**config.mk**
```make
export PLATFORM = sky130hd
export DESIGN_NAME = counter_load_multi
export DESIGN_NICKNAME = d
export VERILOG_FILES = /design/src/rtl/counter_load_multi.sv
export SDC_FILE = /design/constraint.sdc
export NUM_CORES = 1
export LEC_CHECK = 0
export ABC_AREA = 1
export CORE_MARGIN = 2
export CORE_UTILIZATION = 32
export CTS_CLUSTER_SIZE = 12
export DETAILED_ROUTE_END_ITERATION = 8
export PLACE_DENSITY_LB_ADDON = 0.12
export SETUP_SLACK_MARGIN = 0.3
export SYNTH_ARGS = -nofsm -noshare
export SYNTH_HDL_FRONTEND = slang
export SYNTH_SLANG_ARGS = --single-unit
```
**constraint.sdc**
```tcl
create_clock -name clk -period 6.8 [get_ports clk]
set_input_delay 0.68 -clock clk [delete_from_list [all_inputs] [get_ports clk]]
set_output_delay 0.68 -clock clk [all_outputs]
set_load 0.01 [all_outputs]
```
**src/rtl/counter_load_multi.sv**
```systemverilog
// counter_load_multi: loadable up/down counter with step, limits, wrap/saturate/one-shot modes,
// terminal-count pulse and sticky limit flags.
module counter_load_multi #(
    parameter int WIDTH = 8,
    parameter int STEP_W = 4,
    parameter logic [WIDTH-1:0] RST_VAL = '0
) (
    input  logic              clk,
    input  logic              rst,
    input  logic              load,
    input  logic [WIDTH-1:0]  data_in,
    input  logic              up_down,
    input  logic              en,
    input  logic [STEP_W-1:0] step,
    input  logic [1:0]        mode,
    input  logic [WIDTH-1:0]  lo_lim,
    input  logic [WIDTH-1:0]  hi_lim,
    input  logic              clr_flags,
    output logic [WIDTH-1:0]  data_out,
    output logic              tc,
    output logic              ovf,
    output logic              unf,
    output logic              done
);
    typedef enum logic {ST_ARMED, ST_DONE} state_t;
    state_t state;
    logic [WIDTH:0] step_x, sum, diff;
    logic [WIDTH-1:0] tgt, nxt;
    logic cnt, ev_hi, ev_lo, ev, clamp, oneshot, hold;
    assign step_x = {{(WIDTH+1-STEP_W){1'b0}}, step};
    assign sum = {1'b0, data_out} + step_x;
    assign diff = {1'b0, data_out} - step_x;
    assign done = state == ST_DONE;
    always_comb begin
        cnt = en & ~load & (state == ST_ARMED) & (step != '0);
        ev_hi = cnt & up_down & (sum > {1'b0, hi_lim});
        // diff[WIDTH] set means the subtraction went negative
        ev_lo = cnt & ~up_down & (diff[WIDTH] | (diff[WIDTH-1:0] < lo_lim));
        ev = ev_hi | ev_lo;
        oneshot = mode == 2'd2;
        clamp = (mode == 2'd1) | oneshot;
        tgt = (ev_hi == clamp) ? hi_lim : lo_lim;
        hold = (mode == 2'd1) & (data_out == tgt);
        nxt = ev ? tgt : (up_down ? sum[WIDTH-1:0] : diff[WIDTH-1:0]);
    end
    always_ff @(posedge clk or negedge rst) begin
        if (!rst) begin
            data_out <= RST_VAL;
            tc <= 1'b0;
            ovf <= 1'b0;
            unf <= 1'b0;
            state <= ST_ARMED;
        end else begin
            ovf <= (ovf & ~clr_flags) | ev_hi;
            unf <= (unf & ~clr_flags) | ev_lo;
            tc <= ev & ~hold;
            if (load) begin
                data_out <= data_in;
                state <= ST_ARMED;
            end else if (state == ST_DONE) begin
                if (!oneshot) state <= ST_ARMED;
            end else if (cnt) begin
                data_out <= nxt;
                if (ev && oneshot) state <= ST_DONE;
            end
        end
    end
endmodule

```
==> results.md <==
* Post-layout min period at 4.15 ns
* Crit path DAT at between 4 and 5 ns
* Routed len/inst at around 14 um
* Number of synthesized flops with an enable pin at 0
* CP dominant cell by count: nand2_1
* Mapped Nets at 393
* Worst slack, placed at about 2.4 ns
* Reg2reg end: tc
* Setup crit end kind: register
* Maximum clock rate at 241 MHz
* Synthesized flop and latch total at 12
* Number of global-route vias before repair at between 2,000 and 2,500
* Period utilisation layout at 0.610
* Number of hold-repair buffers added at the cts stage at 0
* # H-tree levels at 1
* Vias per cell at about 4.7
* Final Cell Area at about 2600 um^2
* Critical path startpoint category: primary input
* Synth area leader: nand2_1
* Drt initial violations at roughly 100
* # rows at 28
* Final Routed Wirelength at 6130 um
* Type of the most critical hold path: reg2reg
* Final hold violation count at 0
* Top_reg_cell synth: dfrtp_1
* R2R depth at 26
* DIE AREA at between 6000 and 7000 um^2
* Detailed Place HPWL at 5250 um
* Fin Hold WS at approximately 0.55 ns
* RSZ-0062 raised after global routing: false
* Hold Path End: ovf
* Clock latency on the worst-skew pair at about 0.24 ns
* Avg Cell Area, Syn at between 6 and 7 um^2
* Max Transition Viols Final at 0
* Synth Cell Area at just over 2000 um^2
* HP Start: ovf
* Post-CTS Setup Inserts at 0
* Starting density of the core at 0.336
* Cells after Synth at between 300 and 400
* Max Cap Viol at 0
* Number of clock buffers inserted by TritonCTS at 3
* Setup_tns at 0 ns
* Port buffer count at 47
* Setup-failing EPs final at 0
* First drt pass iteration count at 4
* Die H at approximately 83 um
* Cell variety after synth at 28
* Share of cells above drive strength 1 at 0.0693
* Leak pwr at ~1.4 nW
* Synth area leaders: nand2_1, ha_1, dfrtp_1, inv_1, nand3_1
* Fin cells at between 400 and 500
* Clock Skew at 0.000675 ns
* Initial antenna violation count at 0
* Post-DP Area at between 2000 and 3000 um^2
* Sink Count at 12
* TritonCTS clock tree: done
* CP max stage delay at 0.50 ns
* CP max FO at 7
* Final antenna-violating net count at 0
* Sequential share of the synthesized area at 0.149
* Io pins at 48
* Synth top area share at 0.183
* Slowest cell on the critical path: clkdlybuf4s50_1
* Clock-pin transition on the worst setup and hold timing paths at around 0.05 ns
* P&R area growth vs syn at 28.2%
* GPL Wtd Cong at ~0.90
* Clk buf depth at 2
* Antenna diodes at 0
* Top delay family on crit path: simple AND/OR/NAND/NOR gates
* GRT Util Overall at 0.181
* Reg2reg setup slack at between 3 and 4 ns
* CP required at 6.92 ns
* Via count at 2,130
* Slew HR at 0.606
* Slack of the critical path at approximately 2.7 ns
* Largest net degree at the start of global routing at 14
* CP Class: in2reg
* Power Density at 198 nW/um^2
* Dpl cells at approximately 450
* Core Area at approximately 6000 um^2
* Status: complete, no violations
* Post-CTS sizing at 0
* Worst r2r src: data_out[2]
* Worst path bufs/invs at 4
* YS warnings at 0
* Layout net count at 440
* Root Driver: clkbuf_8
* Peak supply drop at between 0.00008 and 0.00009 V
* First-pass GRT wire length at about 10,000 um
* Chip Width at roughly 83 um
* Drt drc at 0
* WHS Path Cells at 2
* Async SR Flop Fraction at 1.00
* Grt ovf at 0
* Worst slew pin tran at roughly 0.6 ns
-- routing by layer --
layer,up-vias,share of wire,global-route usage
met1,935,0.52,0.264
met2,67,0.43,0.279
met3,8,0.042,0.0268
li1,1120,-,-
met4,0,0.012,0.0432
met5,-,0,0
-- tightest hold or removal path: cells and delay by family, from the launching register on --
family | cells | cell delay, ns
buf+inv | 1 | 0.05
flops | 1 | 0.38
compound gates | 1 | 0.08
-- placed cells by master, fill, tap and decap left out, drive strengths merged, types with 8 or more instances in the layout --
cell type	synthesis	final
a21oi	11	11
clkdlybuf4s50	0	47
dfrtp	12	12
ha	25	25
inv	59	59
nand2	111	111
nand3	36	36
nor2	30	30
o21ai	23	23
xor2	8	8
-- synth_stat cells (3+ instances only) --
master	number
inv_1	58
nand2_2	10
dfrtp_1	12
nand2_1	98
nor2_2	4
ha_1	25
o21ai_0	21
nor2_1	26
nand3_1	34
a21oi_1	9
xor2_1	8
o211ai_1	3
nand2_4	3
-- how the worst max path moves through the flow --
stage | start | to | slack, ns | cells after the start
finish | step[2] | tc | 2.65 | 28
global route | step[1] | tc | 2.22 | 28
CTS | step[2] | tc | 2.63 | 28
detailed placement | step[1] | tc | 2.39 | 28
global placement | step[2] | tc | 2.40 | 28
floorplan | step[2] | tc | 3.50 | 28
-- where the power goes --
group          switching (W)  internal [W]
clock              0.0000254     0.0000390
combinational       0.000202      0.000142
sequential         0.0000204     0.0000830
-- state kept, by name, summed over array words and instances (netlist names) --
signal	cells
data_out	8
done	1
ovf	1
tc	1
unf	1
-- per-stage QoR --
step	util	total power, W
floorplan	-	0.000334
global placement	0.424	0.000448
detailed placement	0.424	0.000446
CTS	0.431	0.000514
global route	0.431	0.000567
finish	0.431	0.000511
-- cells by family (layout without fill, tap and decap cells) --
group                    Yosys count  count (layout)  synth area share
buffers and inverters             65             110             0.134
XOR/XNOR                           9               9            0.0392
flip-flops                        12              12             0.149
AO/OA/AOI/OAI                     37              37             0.103
adder cells (fa/ha/maj)           27              27             0.175
AND/OR/NAND/NOR                  180             180             0.400
-- layout make-up --
cell class / count / area, um^2
multi-input combinational: 253 / 1440
sequential: 12 / 300
fill: 657 / 3410
inverter: 60 / 230
timing repair buffer: 47 / 470
clock buffer: 3 / 41.3
tap: 75 / 93.8
No activity file was read; power rests on OpenSTA's default activity.
